===== src/rtl/bitplane_feeder.sv =====
// bitplane_feeder: transmit side of the bit-serial matrix-vector interface.
// Holds a LANES x COLS matrix of DW-bit weights and ROWS activation vectors.
// Each activation row is streamed as DW bit-plane beats, MSB first. A beat
// carries, for every lane, the weights of that lane gated by the current
// activation bit. There is one output bus per weight column.
//
// Ports:
//   clk, rst              clock; asynchronous active-high reset
//   w_valid/w_data/w_ready  weight-row load, one row k per accepted beat
//   w_reload              discard weights (only honoured in S_LA with acnt==0)
//   a_valid/a_data/a_ready  activation-row load, lane k at [k*DW+:DW]
//   out_valid, out_data1..4, out_last  registered beat stream, out_last on j==0
//   frame_done            one-cycle pulse the cycle after the final beat

// Per-lane gating: each column weight is ANDed with the selected activation bit.
module bitplane_lane #(
  parameter int DW   = 4,
  parameter int COLS = 4
) (
  input  logic                      a_bit,
  input  logic [COLS*DW-1:0]        w,
  output logic [COLS-1:0][DW-1:0]   g
);
  for (genvar c = 0; c < COLS; c++) begin : g_col
    assign g[c] = {DW{a_bit}} & w[c*DW +: DW];
  end
endmodule

module bitplane_feeder #(
  parameter int LANES = 32,
  parameter int DW    = 4,
  parameter int ROWS  = 4,
  parameter int COLS  = 4
) (
  input  logic                  clk,
  input  logic                  rst,
  input  logic                  w_valid,
  input  logic [COLS*DW-1:0]    w_data,
  output logic                  w_ready,
  input  logic                  w_reload,
  input  logic                  a_valid,
  input  logic [LANES*DW-1:0]   a_data,
  output logic                  a_ready,
  output logic                  out_valid,
  output logic [LANES*DW-1:0]   out_data1,
  output logic [LANES*DW-1:0]   out_data2,
  output logic [LANES*DW-1:0]   out_data3,
  output logic [LANES*DW-1:0]   out_data4,
  output logic                  out_last,
  output logic                  frame_done
);
  localparam int WW    = $clog2(LANES);
  localparam int IW    = $clog2(ROWS);
  localparam int JW    = $clog2(DW);
  localparam int BW    = IW + JW;
  localparam int BEATS = ROWS * DW;

  typedef enum logic [1:0] {S_LW, S_LA, S_STR} state_t;
  state_t state, state_nx;

  logic [WW-1:0] wcnt;
  logic [IW-1:0] acnt;
  logic [BW-1:0] bcnt;

  logic [LANES-1:0][COLS*DW-1:0]       w_mem;
  logic [ROWS-1:0][LANES-1:0][DW-1:0]  a_mem;

  logic w_acc, a_acc, str, beat_end;
  assign w_acc    = w_valid & w_ready;
  assign a_acc    = a_valid & a_ready;
  assign str      = (state == S_STR);
  assign beat_end = (bcnt == BW'(BEATS - 1));

  // State register
  always_ff @(posedge clk or posedge rst)
    if (rst) state <= S_LW;
    else     state <= state_nx;

  // Next-state logic; a row accepted alongside w_reload takes priority.
  always_comb begin
    state_nx = state;
    case (state)
      S_LW:    if (w_acc && wcnt == WW'(LANES - 1)) state_nx = S_LA;
      S_LA:    if (a_acc && acnt == IW'(ROWS - 1)) state_nx = S_STR;
               else if (w_reload && !a_valid && acnt == '0) state_nx = S_LW;
      S_STR:   if (beat_end) state_nx = S_LA;
      default: state_nx = S_LW;
    endcase
  end

  // FSM outputs
  always_comb begin
    w_ready = 1'b0;
    a_ready = 1'b0;
    case (state)
      S_LW:    w_ready = 1'b1;
      S_LA:    a_ready = 1'b1;
      default: ;
    endcase
  end

  // Counters and stores. All counters wrap naturally back to 0 on their
  // final increment, which is exactly where each phase ends.
  always_ff @(posedge clk or posedge rst)
    if (rst) begin
      wcnt  <= '0;
      acnt  <= '0;
      bcnt  <= '0;
      w_mem <= '0;
      a_mem <= '0;
    end else begin
      if (w_acc) begin
        w_mem[wcnt] <= w_data;
        wcnt        <= wcnt + 1'b1;
      end
      if (a_acc) begin
        a_mem[acnt] <= a_data;
        acnt        <= acnt + 1'b1;
      end
      if (str) bcnt <= bcnt + 1'b1;
    end

  // Beat index: upper bits pick the row, lower bits count bit planes MSB first.
  logic [IW-1:0] bi;
  logic [JW-1:0] bj;
  assign bi = bcnt[BW-1:JW];
  assign bj = JW'(DW - 1) - bcnt[JW-1:0];

  logic [LANES-1:0][COLS-1:0][DW-1:0] g_all;
  logic [COLS-1:0][LANES-1:0][DW-1:0] beat;

  for (genvar k = 0; k < LANES; k++) begin : g_lane
    bitplane_lane #(.DW(DW), .COLS(COLS)) u_lane (
      .a_bit (a_mem[bi][k][bj]),
      .w     (w_mem[k]),
      .g     (g_all[k])
    );
    for (genvar c = 0; c < COLS; c++) begin : g_map
      assign beat[c][k] = g_all[k][c];
    end
  end

  // Output register stage. Data is forced to 0 outside the stream.
  // vld_pipe[1] delays the final-beat flag by one so frame_done follows it.
  logic [COLS-1:0][LANES*DW-1:0] out_q;
  logic [1:0]                    vld_pipe;

  always_ff @(posedge clk or posedge rst)
    if (rst) begin
      out_valid <= 1'b0;
      out_last  <= 1'b0;
      out_q     <= '0;
      vld_pipe  <= '0;
    end else begin
      out_valid <= str;
      out_last  <= str && (bcnt[JW-1:0] == JW'(DW - 1));
      out_q     <= str ? beat : '0;
      vld_pipe  <= {vld_pipe[0], str && beat_end};
    end

  assign frame_done = vld_pipe[1];
  assign out_data1  = out_q[0];
  assign out_data2  = out_q[1];
  assign out_data3  = out_q[2];
  assign out_data4  = out_q[3];
endmodule


===== config.mk =====
export PLATFORM = sky130hd
export DESIGN_NAME = bitplane_feeder
export DESIGN_NICKNAME = d
export VERILOG_FILES = /design/src/rtl/bitplane_feeder.sv
export SDC_FILE = /design/constraint.sdc
export NUM_CORES = 2
export LEC_CHECK = 0
export ABC_AREA = 0
export CELL_PAD_IN_SITES_DETAIL_PLACEMENT = 1
export CELL_PAD_IN_SITES_GLOBAL_PLACEMENT = 2
export CORE_MARGIN = 8
export CORE_UTILIZATION = 36
export CTS_BUF_LIST = sky130_fd_sc_hd__clkbuf_8 sky130_fd_sc_hd__clkbuf_16
export CTS_CLUSTER_SIZE = 16
export DETAILED_ROUTE_END_ITERATION = 12
export GPL_ROUTABILITY_DRIVEN = 0
export PLACE_DENSITY = 0.87
export SYNTH_ARGS = -nofsm -noshare
export SYNTH_HDL_FRONTEND = slang
export SYNTH_SLANG_ARGS = --single-unit

===== constraint.sdc =====
create_clock -name clk -period 57.9 [get_ports clk]
set_input_delay 17.37 -clock clk [delete_from_list [all_inputs] [get_ports clk]]
set_output_delay 17.37 -clock clk [all_outputs]
set_load 0.1 [all_outputs]

## Word level (Yosys, flattened, before mapping)

Cells that the tools add are included.

| word-level totals | value |
|---|---|
| flip-flop bits (word level) | 1553 |
| latch bits | 0 |
| bits in writable memories | 0 |
| memory bits (read-only) | 0 |
| input bits | 149 |
| output and inout port bits | 517 |
| logic and storage cells | 412 |
| memories | 0 |

| operators by class | value |
|---|---|
| add/subtract/negate cells | 4 |
| multipliers | 0 |
| div/mod/pow operators | 0 |
| $lt $le $gt $ge | 6 |
| equality and inequality tests | 9 |
| shift-type cells | 0 |
| multiplexer cells | 80 |
| bitwise gates (word level) | 130 |
| reduce and logical (&&, ||, !) cells | 12 |

Operators with widths:

| kind | count |
|---|---|
| 512-bit bitwise mux | 2 |
| 4-bit bitwise AND | 128 |
| 512-bit two-way mux | 1 |
| 128-bit binary-select mux with 2-bit select | 1 |
| 128-bit demux with 2-bit select | 1 |
| 128-bit two-way mux | 2 |
| 16-bit demux with 5-bit select | 1 |
| 1-bit binary-select mux with 2-bit select | 32 |
| 1-bit two-way mux | 34 |
| 16-bit two-way mux | 1 |
| 2-bit by 3-bit less-than comparator with 1-bit output, second input constant | 3 |
| 1-bit logical AND | 8 |
| 2-bit two-way mux | 4 |
| 2-bit equality test, second input constant | 3 |
| 5-bit by 6-bit less-than comparator with 1-bit output, second input constant | 1 |
| 2-bit one-hot mux with 3 select lines | 1 |
| 5-bit by 1-bit adder with 5-bit output, second input constant | 1 |
| 5-bit equality test, second input constant | 1 |
| 5-bit by 1-bit >= comparator with 1-bit output, second input constant | 1 |
| 4-bit by 1-bit adder with 4-bit output, second input constant | 1 |
| 4-bit equality test, second input constant | 1 |
| 2-bit zero test | 2 |
| 3-bit != test, second input constant | 1 |
| 3-bit AND reduction | 1 |
| 8 further kinds | 9 |

## Depth between registers and ports, before layout

| depth | value |
|---|---|
| word-level depth | 6 |
| gate-level depth with buffers | 8 |

## Modules after synthesis

From an unflattened synthesis, not the netlist that was laid out.

| second synthesis, totals | value |
|---|---|
| cells, all modules | 4279 |
| area total of the unflattened synthesis | 63704.8 sq um |

Modules (own cells, without submodules):

| module | instances | cells each | area each (sq um) |
|---|---|---|---|
| bitplane_feeder | 1 | 3735 | 59661.0 |
| bitplane_lane | 32 | 17 | 126.4 |

## Least setup slack after synthesis

Ideal clock, no wire load.

| path | value |
|---|---|
| kind | input port to flip-flop |
| start | in w_valid |
| end | reg w_mem[384] (netlist name) |
| library setup time | 0.125 ns |
| arrival time | 18.573 ns |
| setup slack | 39.202 ns |
| stages on the path | 6 |
| cell sequence | nor3b_2 buf_4 nand2_2 nor2_2 buf_4 mux2_2 |

| on the way | value |
|---|---|
| cells in the longest elaborated chain, start to end | 1 |

Ends and longest elaborated chain:

| what | RTL line | text |
|---|---|---|
| from (decl) | 37 | `input logic w_valid,` |
| 1-bit bitwise AND | 69 | `assign w_acc = w_valid & w_ready;` |
| to (signal, indexed assignment) | 113 | `w_mem[wcnt] <= w_data;` |
| to (decl) | 65 | `logic [LANES-1:0][COLS*DW-1:0] w_mem;` |

No other way between the ends.
A chain may end at the register's enable or synchronous reset.

==> impl_metrics.csv <==
group,metric,value,unit
status,status,"completed",
global_route,antenna_found_initial,97,
routing,drt-vias-per-instance,5.734,
yosys,yosysSeqAreaShare,0.5804,
clock_network,cts_tree,"yes",
yosys,synth_top_area_cell,"dfrtp_1",
critical_path,r2r_start,"state[0]$_DFFE_PP0P_",
floorplanning,num_rows,158,
sta,tightestPinTransition,1.244,ns
cells_and_area,instances_no_fill,8238,
yosys,synth_cell_type_count,39,
floorplanning,initial_core_util,0.3618,
place,portBuffers,665,
critical_path,worstPathArrival,22.74,ns
floorplanning,die_x,447.3,um
cells_and_area,multiInputGateArea,25420,sq um
floorplanning,io_pins,666,
clock_network,ctsResizeCount,0,
clock_network,clock_path_buffers,3,
yosys,synth_edf_count,0,
yosys,synth_top_area_share,0.5804,
critical_path,reg2regPathDepth,6,
hold_path,whs_endpoint,"vld_pipe[1]$_DFF_PP0_",
hold_path,min_path_cells,0,
routing,vias,47234,
global_route,track_usage,0.2313,
yosys,synthArstFlopShare,1.000,
sta,min_period,21.94,ns
routing,firstDrtPassIters,6,
global_route,grt_start_max_net_pins,194,
place,dp_hpwl,152800,um
clock_network,cts_made_buffers,166,
yosys,synth.most_common_cell,"dfrtp_1",
sta,finalClockSkew,0.04216,ns
floorplanning,dieArea,200000,sq um
yosys,syn_inst,5079,
power_and_ir_drop,p_per_area,48.50,nW/um^2
critical_path,crit_path_end_kind,"asynchronous set/reset pin",
yosys,synth_area_leaders,"dfrtp_1 58%, mux2_2 15%, nand4_1 9.6%, mux2i_1 3.8%, nand2_1 3.3%",
routing,ant_nets,0,
global_route,first_global_vias,50157,
routing,wire_per_inst,28.98,um
floorplanning,coreArea,185000,sq um
job,maxCapViolCount,0,
yosys,ys_top_cells_by_count,"1,553 x dfrtp_1, 1,025 x nand4_1, 885 x mux2_2, 586 x nand2_1, 257 x mux2i_1",
yosys,synth_area,66950,sq um
critical_path,r2r-end,"a_mem[174]$_DFFE_PP0P_",
sta,min_period_over_period,0.3789,
critical_path,critPathKind,"input port to asynchronous set/reset pin",
global_route,grt_first_pass_wirelength,349700,um
clock_network,postCtsSetupBuffers,0,
cells_and_area,final_layout_size_suffix_gt1_frac,0.2629,
cells_and_area,fillers,19057,
yosys,postSynthAreaPerCell,13.18,sq um
sta,setup_viol,0,
yosys,synth_nets,5238,
routing,drt-initial-drc-count,4492,
sta,finalHoldViolations,0,
critical_path,critical_path_required,58.70,ns
power_and_ir_drop,p_leak,37.66,nW
critical_path,rrSetupSlack,54.14,ns
clock_network,cts_root_buffer,"clkbuf_16",
sta,rsz0062_at_grt,"false",
clock_network,hold_buffers,0,
sta,maxSlewViolCount,0,
power_and_ir_drop,ir_drop,0.03306,mV
floorplanning,dieHeight,447.3,um
routing,drc,0,
global_route,overflow,0,
hold_path,hold_start,"vld_pipe[0]$_DFF_PP0_",
sta,max_freq,45.58,MHz
hold_path,min_path_type,"flip-flop to flip-flop",
sta,tns,0,ns
routing,routed_wl,238700,um
sta,relSlewSlack,0.1703,
critical_path,startpoint_type,"input port",
yosys,yosys_warnings,0,
clock_network,clock-sinks,1553,
sta,holdWs,0.3527,ns
clock_network,clk_pin_slew,0.06,ns
yosys,ys_seq_elements,1553,
clock_network,clk_latency,0.86,ns
cells_and_area,final_net_count,5719,
cells_and_area,regArea,38870,sq um
place,placed_cells,7872,
cells_and_area,area_growth,20.06,%
yosys,synth_flop_cell,"dfrtp_1",
clock_network,cts-htree-levels,4,
critical_path,crit_fanout,182,
registers in the layout, summed over array words and instances, names as in the netlist, 4 cells and up:
| register | cells |
|---|---|
| out_data3 | 128 |
| wcnt | 5 |
| bcnt | 4 |
| out_data4 | 128 |
| out_data1 | 128 |
| w_mem | 512 |
| out_data2 | 128 |
| a_mem | 512 |
worst max path at each step:
stage,startpoint,endpoint,slack (ns),depth (start not counted)
floorplan,rst,a_mem[0]$_DFFE_PP0P_,19.02,1
global placement,rst,out_data1[108]$_DFF_PP0_,35.13,7
detailed placement,rst,out_data1[108]$_DFF_PP0_,34.96,7
CTS,rst,out_data2[50]$_DFF_PP0_,35.88,7
global route,rst,out_data4[50]$_DFF_PP0_,35.18,7
finish,rst,out_data1[51]$_DFF_PP0_,35.96,7
critical path: stages:
cell	delay [ns]
clkdlybuf4s50_1	0.44
clkinvlp_4	0.64
buf_12	0.69
buf_12	0.63
buf_4	0.85
buf_4	0.75
buf_4	0.92
logic make-up after synthesis:
| family | share of synthesized area |
|---|---|
| buffers and inverters | 0.04108 |
| adders and majority gates | 0.001869 |
| AOI/OAI and AO/OA | 0.02377 |
| DFF | 0.5804 |
| muxes | 0.2155 |
| xor gates and xnor gates | 0.0009157 |
| and+or+nand+nor | 0.1365 |
per-stage QoR:
stage          area [sq um]    util  power (mW)  worst slack (ns)
2_1_floorplan         66960       -       2.447             19.02
3_3_place_gp          74480  0.4025       2.711             35.13
3_5_place_dp          74480  0.4025       2.777             34.96
4_1_cts               80210  0.4335       3.903             35.88
5_1_grt               80330  0.4342       4.052             35.18
6_report              80380  0.4344       3.898             35.96
layout make-up:
class,count,area share
clock inverter,94,0.01314
sequential,1553,0.4836
antenna,68,0.002117
multi-input combinational,3113,0.3163
timing repair buffer,721,0.08785
clock buffer,204,0.05818
inverter,5,0.0002802
tap,2480,0.03860
routing by layer:
layer,vias to the layer above,GRT usage,wire [um]
met5,-,0,187
met4,28,0.1345,12990
met3,536,0.05109,14730
met2,1765,0.3720,116500
met1,25102,0.2876,94310
li1,19803,-,-
where the power goes:
part           leakage, nW  total (mW)  internal, mW  switching (mW)
clock network         2.91        1.11         0.640           0.472
registers             20.8        1.57          1.37           0.202
logic                 13.9        1.21         0.400           0.815
total                 37.7        3.90          2.41            1.49
placed cells by master (no fill, tap or decap), drive strengths merged:
cell | synthesis | routed
clkinvlp | 0 | 9
ha | 10 | 10
mux2 | 1026 | 1026
clkinv | 0 | 38
xnor2 | 5 | 5
nor2 | 20 | 20
clkbuf | 90 | 204
and3 | 2 | 2
nor3 | 1 | 1
bufinv | 0 | 14
buf | 318 | 76
o21ai | 3 | 3
a21oi | 66 | 66
inv | 5 | 38
nand2 | 605 | 605
or3b | 1 | 1
nor2b | 6 | 6
a22oi | 64 | 64
and2 | 7 | 7
dfrtp | 1553 | 1553
nand3b | 4 | 4
nand4 | 1025 | 1025
diode | 0 | 68
nand3 | 4 | 4
xor2 | 2 | 2
clkdlybuf4s50 | 0 | 645
mux2i | 257 | 257
nor3b | 5 | 5
Note: power is estimated with default switching activity, not from simulation.
